==> src/rtl/sram_arb_pkg.sv <==
// Shared definitions for the grid SRAM port arbiter: FSM encoding, read tag and default widths.
package sram_arb_pkg;

    localparam int unsigned DEF_DATA_WIDTH = 8;
    localparam int unsigned DEF_ADDR_WIDTH = 8;
    localparam int unsigned DEF_RD_LAT     = 1;

    localparam logic [1:0] IDLE  = 2'd0;
    localparam logic [1:0] LOCK0 = 2'd1;
    localparam logic [1:0] LOCK1 = 2'd2;

    typedef struct packed {
        logic valid;
        logic port;
    } rd_tag_t;

endpackage

==> src/rtl/sram_rd_tag_pipe.sv <==
// Shift register of {valid, port} tags that follows each read through the SRAM latency
// and raises rvalid for the issuing port when its data appears on data_in.
module sram_rd_tag_pipe
    import sram_arb_pkg::*;
#(
    parameter int unsigned RD_LAT = DEF_RD_LAT
) (
    input  logic clk,
    input  logic reset,
    input  logic issue_read,
    input  logic issue_port,
    output logic rvalid0,
    output logic rvalid1,
    output logic busy
);

    // Stage 0 lines up with the cs cycle; the last stage lines up with valid read data.
    localparam int unsigned DEPTH = RD_LAT + 1;

    rd_tag_t [DEPTH-1:0] tag_q;

    always_ff @(posedge clk or posedge reset) begin
        if (reset) begin
            tag_q <= '0;
        end else begin
            tag_q[0] <= '{valid: issue_read, port: issue_port};
            for (int unsigned i = 1; i < DEPTH; i++) begin
                tag_q[i] <= tag_q[i-1];
            end
        end
    end

    assign rvalid0 = tag_q[DEPTH-1].valid & ~tag_q[DEPTH-1].port;
    assign rvalid1 = tag_q[DEPTH-1].valid &  tag_q[DEPTH-1].port;

    always_comb begin
        busy = 1'b0;
        for (int unsigned i = 0; i < DEPTH; i++) begin
            busy = busy | tag_q[i].valid;
        end
    end

endmodule

==> src/rtl/sram_port_arbiter.sv <==
// Two-port round-robin arbiter in front of the single-port grid SRAM, with an ownership
// lock for read-modify-write and bursts, and per-port tagged read return.
module sram_port_arbiter
    import sram_arb_pkg::*;
#(
    parameter int unsigned DATA_WIDTH = DEF_DATA_WIDTH,
    parameter int unsigned ADDR_WIDTH = DEF_ADDR_WIDTH,
    parameter int unsigned RD_LAT     = DEF_RD_LAT
) (
    input  logic                  clk,
    input  logic                  reset,

    input  logic                  r0_req,
    input  logic                  r0_we,
    input  logic                  r0_lock,
    input  logic [ADDR_WIDTH-1:0] r0_addr,
    input  logic [DATA_WIDTH-1:0] r0_wdata,
    output logic                  r0_gnt,
    output logic                  r0_rvalid,
    output logic [DATA_WIDTH-1:0] r0_rdata,

    input  logic                  r1_req,
    input  logic                  r1_we,
    input  logic                  r1_lock,
    input  logic [ADDR_WIDTH-1:0] r1_addr,
    input  logic [DATA_WIDTH-1:0] r1_wdata,
    output logic                  r1_gnt,
    output logic                  r1_rvalid,
    output logic [DATA_WIDTH-1:0] r1_rdata,

    output logic [ADDR_WIDTH-1:0] address,
    output logic [DATA_WIDTH-1:0] data_out,
    input  logic [DATA_WIDTH-1:0] data_in,
    output logic                  cs,
    output logic                  we,
    output logic                  busy
);

    logic [1:0]            state_q, state_d;
    logic                  last_winner_q, last_winner_d;
    logic                  gnt0, gnt1, any_gnt;
    logic                  sel_we;
    logic [ADDR_WIDTH-1:0] sel_addr;
    logic [DATA_WIDTH-1:0] sel_wdata;
    logic                  cs_q, we_q;
    logic [ADDR_WIDTH-1:0] addr_q;
    logic [DATA_WIDTH-1:0] wdata_q;
    logic                  rvalid0, rvalid1, tag_busy;
    logic [DATA_WIDTH-1:0] rdata0_q, rdata1_q;

    always_comb begin
        gnt0    = 1'b0;
        gnt1    = 1'b0;
        state_d = state_q;
        case (state_q)
            IDLE: begin
                // On a tie the port that did not win last time goes first.
                if (r0_req && (!r1_req || last_winner_q)) begin
                    gnt0 = 1'b1;
                end else if (r1_req) begin
                    gnt1 = 1'b1;
                end
                if (gnt0 && r0_lock) begin
                    state_d = LOCK0;
                end else if (gnt1 && r1_lock) begin
                    state_d = LOCK1;
                end
            end
            LOCK0: begin
                gnt0 = r0_req;
                if (!r0_lock) state_d = IDLE;
            end
            LOCK1: begin
                gnt1 = r1_req;
                if (!r1_lock) state_d = IDLE;
            end
            default: state_d = IDLE;
        endcase
    end

    assign any_gnt       = gnt0 | gnt1;
    assign last_winner_d = gnt1 ? 1'b1 : (gnt0 ? 1'b0 : last_winner_q);
    assign sel_we        = gnt1 ? r1_we    : r0_we;
    assign sel_addr      = gnt1 ? r1_addr  : r0_addr;
    assign sel_wdata     = gnt1 ? r1_wdata : r0_wdata;

    always_ff @(posedge clk or posedge reset) begin
        if (reset) begin
            state_q       <= IDLE;
            last_winner_q <= 1'b1;
            cs_q          <= 1'b0;
            we_q          <= 1'b0;
            addr_q        <= '0;
            wdata_q       <= '0;
        end else begin
            state_q       <= state_d;
            last_winner_q <= last_winner_d;
            cs_q          <= any_gnt;
            we_q          <= any_gnt & sel_we;
            if (any_gnt) begin
                addr_q  <= sel_addr;
                wdata_q <= sel_wdata;
            end
        end
    end

    sram_rd_tag_pipe #(
        .RD_LAT (RD_LAT)
    ) u_tag_pipe (
        .clk        (clk),
        .reset      (reset),
        .issue_read (any_gnt & ~sel_we),
        .issue_port (gnt1),
        .rvalid0    (rvalid0),
        .rvalid1    (rvalid1),
        .busy       (tag_busy)
    );

    always_ff @(posedge clk or posedge reset) begin
        if (reset) begin
            rdata0_q <= '0;
            rdata1_q <= '0;
        end else begin
            if (rvalid0) rdata0_q <= data_in;
            if (rvalid1) rdata1_q <= data_in;
        end
    end

    // SRAM data is only valid during the rvalid cycle, so pass it through then and hold after.
    assign r0_rdata  = rvalid0 ? data_in : rdata0_q;
    assign r1_rdata  = rvalid1 ? data_in : rdata1_q;
    assign r0_rvalid = rvalid0;
    assign r1_rvalid = rvalid1;
    assign r0_gnt    = gnt0;
    assign r1_gnt    = gnt1;

    assign address  = addr_q;
    assign data_out = wdata_q;
    assign cs       = cs_q;
    assign we       = we_q;
    assign busy     = cs_q | tag_busy;

endmodule

==> config.mk <==
export PLATFORM = sky130hd
export DESIGN_NAME = sram_port_arbiter
export DESIGN_NICKNAME = d
export VERILOG_FILES = /design/src/rtl/sram_arb_pkg.sv /design/src/rtl/sram_rd_tag_pipe.sv /design/src/rtl/sram_port_arbiter.sv
export SDC_FILE = /design/constraint.sdc
export NUM_CORES = 1
export LEC_CHECK = 0
export CELL_PAD_IN_SITES_DETAIL_PLACEMENT = 0
export CELL_PAD_IN_SITES_GLOBAL_PLACEMENT = 1
export CORE_ASPECT_RATIO = 0.7
export CORE_MARGIN = 4
export CORE_UTILIZATION = 30
export DETAILED_ROUTE_END_ITERATION = 10
export GPL_ROUTABILITY_DRIVEN = 0
export PLACE_DENSITY = 0.79
export SLEW_MARGIN = 20
export SYNTH_ARGS = -nofsm -noshare
export SYNTH_HDL_FRONTEND = slang
export SYNTH_SLANG_ARGS = --single-unit
==> constraint.sdc <==
create_clock -name clk -period 1.6 [get_ports clk]
set_input_delay 0.4 -clock clk [delete_from_list [all_inputs] [get_ports clk]]
set_output_delay 0.4 -clock clk [all_outputs]
set_load 0.005 [all_outputs]
== After elaboration in Yosys (flattened, before gate mapping) ==
Cells that the tools add are included.
Operators by class
  bitwise logic cells: 9
  reductions and logical operators: 8
  mux-type cells: 19
  eq/ne operators: 5
Operators with widths (number)
  8-bit 2-to-1 mux: 4
  1-bit 2-to-1 mux: 8
  2-bit 2-to-1 mux: 4
  2-bit case mux with 3 select lines: 1
  1-bit bitwise AND: 4
  2-bit != test, second input constant: 2
  1-bit case mux with 2 select lines: 2
  1-bit logical AND: 3
  3-bit != test, second input constant: 1
  1-bit bitwise OR: 3
  3-bit AND reduction: 1
  2-bit by 1-bit equality test with 1-bit output, second input constant: 1
  2-bit equality test, second input constant: 1
  2-bit zero test: 1
  1-bit inverter: 2
  2-bit nonzero test: 1
  1-bit zero test: 1
  1-bit logical OR: 1
Storage, ports and cells
  bits in registers: 41
  output and inout bits: 39

== Depth between registers and ports, before layout ==
  word-level depth: 9
  depth in mapped cells: 5
  depth with buffers taken out: 3

== Modules after synthesis ==
Synthesis repeated with hierarchy kept, for this count alone.
Unflattened totals
  cell total of the unflattened synthesis: 121
  area, all modules: 1712.9 um2
By module, submodules not included
  sram_port_arbiter: area each 1590.3 um2, cells an instance 113, times used 1
  sram_rd_tag_pipe: area each 122.6 um2, cells an instance 8, times used 1

== Worst setup path before layout ==
Ideal clock, no wire load.
  kind: reg2out
  from: reg state_q[1]
  to: out r0_gnt
  required time: 1.200 ns
  data arrival time: 1.029 ns
  stages on the path, launching flop included: 4
  path slack: 0.171 ns
  cells stage by stage: dfrtp_1 > and2b_1 > a21boi_4 > buf_6
On the way
  longest elaborated chain between the ends: 2
  elaborated cells on any way between the ends: 3
Ends and longest elaborated chain
  from (decl): line sram_port_arbiter.sv:39  | logic [1:0] state_q, state_d;
  from (signal assigned): line sram_port_arbiter.sv:96  | state_q <= state_d;
  2-bit by 1-bit equality test with 1-bit output / 2-bit zero test (equally long branches): line sram_port_arbiter.sv:55  | case (state_q)
  1-bit case mux with 2 select lines *: line sram_port_arbiter.sv:55
  to (decl): line sram_port_arbiter.sv:18  | output logic r0_gnt,
Every way passes the cells marked *; elsewhere a longest branch is shown, timed or not.

== Worst setup path in the final report ==
  from: reg u_tag_pipe.tag_q[3] (netlist name)
  to: out r0_rdata[2]
On the way
  longest elaborated chain between the ends: 2
Ends and longest elaborated chain
  from (decl): line sram_rd_tag_pipe.sv:20  | rd_tag_t [DEPTH-1:0] tag_q;
  from (signal, indexed assignment): line sram_rd_tag_pipe.sv:28  | tag_q[i] <= tag_q[i-1];
  1-bit bitwise AND: line sram_rd_tag_pipe.sv:33  | assign rvalid0 = tag_q[DEPTH-1].valid & ~tag_q[DEPTH-1].port;
  8-bit 2-to-1 mux
  to (decl): line sram_port_arbiter.sv:20  | output logic [DATA_WIDTH-1:0] r0_rdata,
Every way passes these cells.

==> qor.txt <==
OUTCOME
-----------------------------------------------------------------------------------------------------------------
Run status ......................................................................................... complete, but fails checks
Failing checks ..................................................................................... negative setup slack

DRT
-----------------------------------------------------------------------------------------------------------------
DRC ................................................................................................            0
DRC marker count from the first detailed-route iteration ...........................................           14
Mean routed wirelength per cell ....................................................................      14.9 µm
Routed wire length .................................................................................      4750 µm
Total via count in the routed design ...............................................................         1416
Number of search-and-repair iterations in the first detailed-routing pass ..........................            4
Detailed-route vias per instance ...................................................................         4.45
Antenna Violating Nets Remaining ...................................................................            0

PLACED DESIGN
-----------------------------------------------------------------------------------------------------------------
Placement Setup Slack ..............................................................................    -0.561 ns
Port-buffer cells ..................................................................................           86
DP Wirelength ......................................................................................      3550 µm
Cell Area, Placed ..................................................................................  0.00274 mm²

STA
-----------------------------------------------------------------------------------------------------------------
Final hold viol count ..............................................................................            0
Final critical-path share of the clock period ......................................................         123%
Worst-case headroom to the max-slew limit ..........................................................        80.9%
Hold slack final ...................................................................................     0.353 ns
Fin. max-slew vios .................................................................................            0
Setup violators final ..............................................................................           20
RSZ-0062 raised after global routing ...............................................................          yes
Post-Route Skew ....................................................................................   0.00907 ns
Achievable frequency ...............................................................................      506 MHz
Setup TNS ..........................................................................................     -5.53 ns
Transition time of the tightest slew-check pin .....................................................     0.287 ns
Final critical-path setup slack ....................................................................    -0.375 ns
Minimum clock period ...............................................................................      1.97 ns

SETUP PATH
-----------------------------------------------------------------------------------------------------------------
Setup Crit Path Kind ............................................................................... register to output port
Length in cells of the worst reg-to-reg path .......................................................            6
Critical path launch point type ....................................................................     register
R2R setup slack ....................................................................................      0.07 ns
Biggest fanout along the worst timing path .........................................................            4
Launch point of the worst reg-to-reg path .......................................................... state_q[1]$_DFFE_PP0P_
Nature of the critical path endpoint ...............................................................  output port
Worst setup path start ............................................................................. u_tag_pipe.tag_q[3]$_DFF_PP0_
Required time at the worst-slack endpoint ..........................................................      1.20 ns
RR Endpoint ........................................................................................ address[2]$_DFFE_PP0P_
Worst EP arrival ...................................................................................      1.57 ns
Termination of the worst setup path ................................................................  r0_rdata[2]

SYNTHESIS
-----------------------------------------------------------------------------------------------------------------
Yosys warns ........................................................................................            0
Xor/xnor share of the synthesized area .............................................................           0%
Simple-gate share of the synthesized area ..........................................................        12.1%
Main combinational cell family by area after synthesis ............................................. compound AO/OA/AOI/OAI gates
Number of synthesized register bits ................................................................           41
Number of nets produced by synthesis ...............................................................          167
Number of different library cells in the post-synthesis netlist ....................................           27
Synthesized area divided by synthesized cell count .................................................     14.2 µm²
Complex-gate fraction of the synthesized area ......................................................        12.6%
Sequential area share after synthesis ..............................................................        60.7%
Area of the mapped netlist .........................................................................  0.00169 mm²
Mux share of post-synthesis cell area ..............................................................        10.7%
Cells after synthesis ..............................................................................          119
Arithmetic-cell share of the synthesized area counting full adders, half adders and majority gates .           0%

FINISH
-----------------------------------------------------------------------------------------------------------------
Layout net count ...................................................................................          293
Number of fillers in the final layout ..............................................................          454
Area occupied by registers .........................................................................  0.00103 mm²
Area overhead of the layout relative to synthesis ..................................................        87.9%
Final instance area ................................................................................  0.00318 mm²
Antenna diode instance count .......................................................................            0
Area of the multi-input gates ......................................................................      669 µm²
Fraction of final layout cells sized beyond drive strength 1 .......................................        37.8%
Final Util .........................................................................................        59.5%

PWR
-----------------------------------------------------------------------------------------------------------------
Lkg Pwr ............................................................................................      1.61 nW
Net switching power ................................................................................   0.000942 W
Internal power .....................................................................................    0.00277 W
Power density normalized to cell area ..............................................................  1170 mW/mm²
Combinational Power Share ..........................................................................        40.2%
Seq pwr share ......................................................................................        37.7%
Clock share of power ...............................................................................        22.2%
Maximum VDD drop ...................................................................................     0.412 mV
Share of total power consumed by net switching .....................................................        25.3%

DIE
-----------------------------------------------------------------------------------------------------------------
Area of the placeable core .........................................................................  0.00534 mm²
Number of cell rows ................................................................................           22
Ports ..............................................................................................           87
Die ar. ............................................................................................  0.00692 mm²
Starting utilization of the core area ..............................................................        31.7%
Width of the die ...................................................................................      97.8 µm
Vertical die dimension .............................................................................      70.8 µm

GLOBAL ROUTING
-----------------------------------------------------------------------------------------------------------------
First-pass GRT wire length .........................................................................      7820 µm
Remaining global-route overflow ....................................................................            0
Total global-route track usage .....................................................................        14.3%
Vias in the first global route .....................................................................         1554
Largest net degree at the start of global routing ..................................................           24
Antenna violations before repair ...................................................................            0

CTS
-----------------------------------------------------------------------------------------------------------------
Hold-fix buffers at CTS ............................................................................            0
Number of buffers created by CTS ...................................................................            5
TritonCTS Sinks ....................................................................................           41
Buffer levels on the longest clock path ............................................................            2
CTS H-tree lvls ....................................................................................            2
TritonCTS clock tree ...............................................................................         done
Clock tree root buffer cell ........................................................................     clkbuf_8
Clock-pin slew on the worst setup and hold paths ...................................................      0.08 ns
Clock Latency Late Sink ............................................................................      0.29 ns

MIN PATH
-----------------------------------------------------------------------------------------------------------------
Hold path startpoint ............................................................................... u_tag_pipe.tag_q[0]$_DFF_PP0_
Path type of the worst min-delay path .............................................................. register to register

FLOW RUN
-----------------------------------------------------------------------------------------------------------------
Number of max-capacitance violations reported ......................................................            0

[metal layers]
layer / track usage (%) / vias to the layer above / wire length (µm)
met5: 0 / - / 0
met3: 5.32 / 4 / 342
met2: 23.2 / 46 / 2300
li1: - / 697 / -
met1: 18.4 / 669 / 2070
met4: 3.23 / 0 / 31
[power groups by stage]
stage | combinational [W] | clock [W] | sequential [W]
floorplan | 0.000439 | 0 | 0.00140
global placement | 0.00119 | 0 | 0.00140
detailed placement | 0.00120 | 0 | 0.00141
CTS | 0.00149 | 0.000852 | 0.00140
global route | 0.00161 | 0.000918 | 0.00142
finish | 0.00149 | 0.000823 | 0.00140
[cells in the mapped netlist, drive strengths merged]
cell    instances  area, µm²
a22o            1       8.76
nand3b          1       20.0
nand2b          1       6.26
a21boi          2       26.3
and2            1       8.76
nand2           2       7.51
a211oi          1       7.51
a221o          16        160
nor2b           2       20.0
and3           16        100
inv             4       15.0
dfrtp          40       1000
nor3b           2       15.0
a21oi           2       10.0
and2b           1       7.51
dfstp           1       26.3
buf             6       51.3
mux2           16        180
or3             1       6.26
nor2            3       13.8
[repair_timing]
item / in CTS / in global routing
setup buffers: 17 / 3
gates cloned: 2 / 0
resized for setup: 125 / 16
setup endpoints to repair: 37 / 32
pin swaps: 3 / 1
[how the worst min path moves through the flow]
| stage | end | cells past startpoint |
|---|---|---|
| 6_report | u_tag_pipe.tag_q[2]$_DFF_PP0_ | 0 |
| 5_1_grt | u_tag_pipe.tag_q[2]$_DFF_PP0_ | 0 |
| 4_1_cts | u_tag_pipe.tag_q[2]$_DFF_PP0_ | 0 |
| 3_5_place_dp | u_tag_pipe.tag_q[2]$_DFF_PP0_ | 0 |
| 3_3_place_gp | u_tag_pipe.tag_q[2]$_DFF_PP0_ | 0 |
| 2_1_floorplan | u_tag_pipe.tag_q[2]$_DFF_PP0_ | 0 |
[critical path, stage by stage (launching register included)]
cell and delay, ns:
dfrtp_1 0.39, buf_6 0.11, nor2b_4 0.12, buf_6 0.12, buf_6 0.12, mux2_4 0.30, buf_6 0.12
[final cells by class]
type	instances	share of cell area (%)
clock buffers	5	2.16
multi-input cells	68	21.1
clock inverters	3	1.46
well taps	72	2.83
inverters	4	0.551
repair buffers	125	39.6
flip-flops and latches	41	32.3
[cell families (layout without fill, tap and decap cells)]
group	Yosys count	in the layout
simple gates	30	30
mux	16	16
buf+inv	10	137
flops	41	41
compound gates	22	22
[through the flow]
stage / total power, W / std cells
6_report: 0.00372 / 318
5_1_grt: 0.00395 / 318
4_1_cts: 0.00374 / 316
3_5_place_dp: 0.00261 / 289
3_3_place_gp: 0.00259 / 289
2_1_floorplan: 0.00183 / 119
[flip-flops by register name (all words and copies together) (netlist names)]
signal,flops
we,1
address,8
state_q,2
rdata0_q,8
data_out,8
last_winner_q,1
cs,1
rdata1_q,8
u_tag_pipe.tag_q,4
[cell usage in the layout, fill, tap and decap left out, types with 2 or more instances in the layout]
cell,instances
and3_1,16
dfrtp_1,40
dlygate4sd2_1,3
nor2_1,2
buf_6,24
buf_12,3
a21oi_1,2
nor2b_4,2
clkbuf_8,5
mux2_4,15
buf_4,27
a221o_1,16
dlymetal6s2s_1,9
clkdlybuf4s50_1,54
nor3b_1,2
buf_2,3
(Power assumes the default switching activity.)
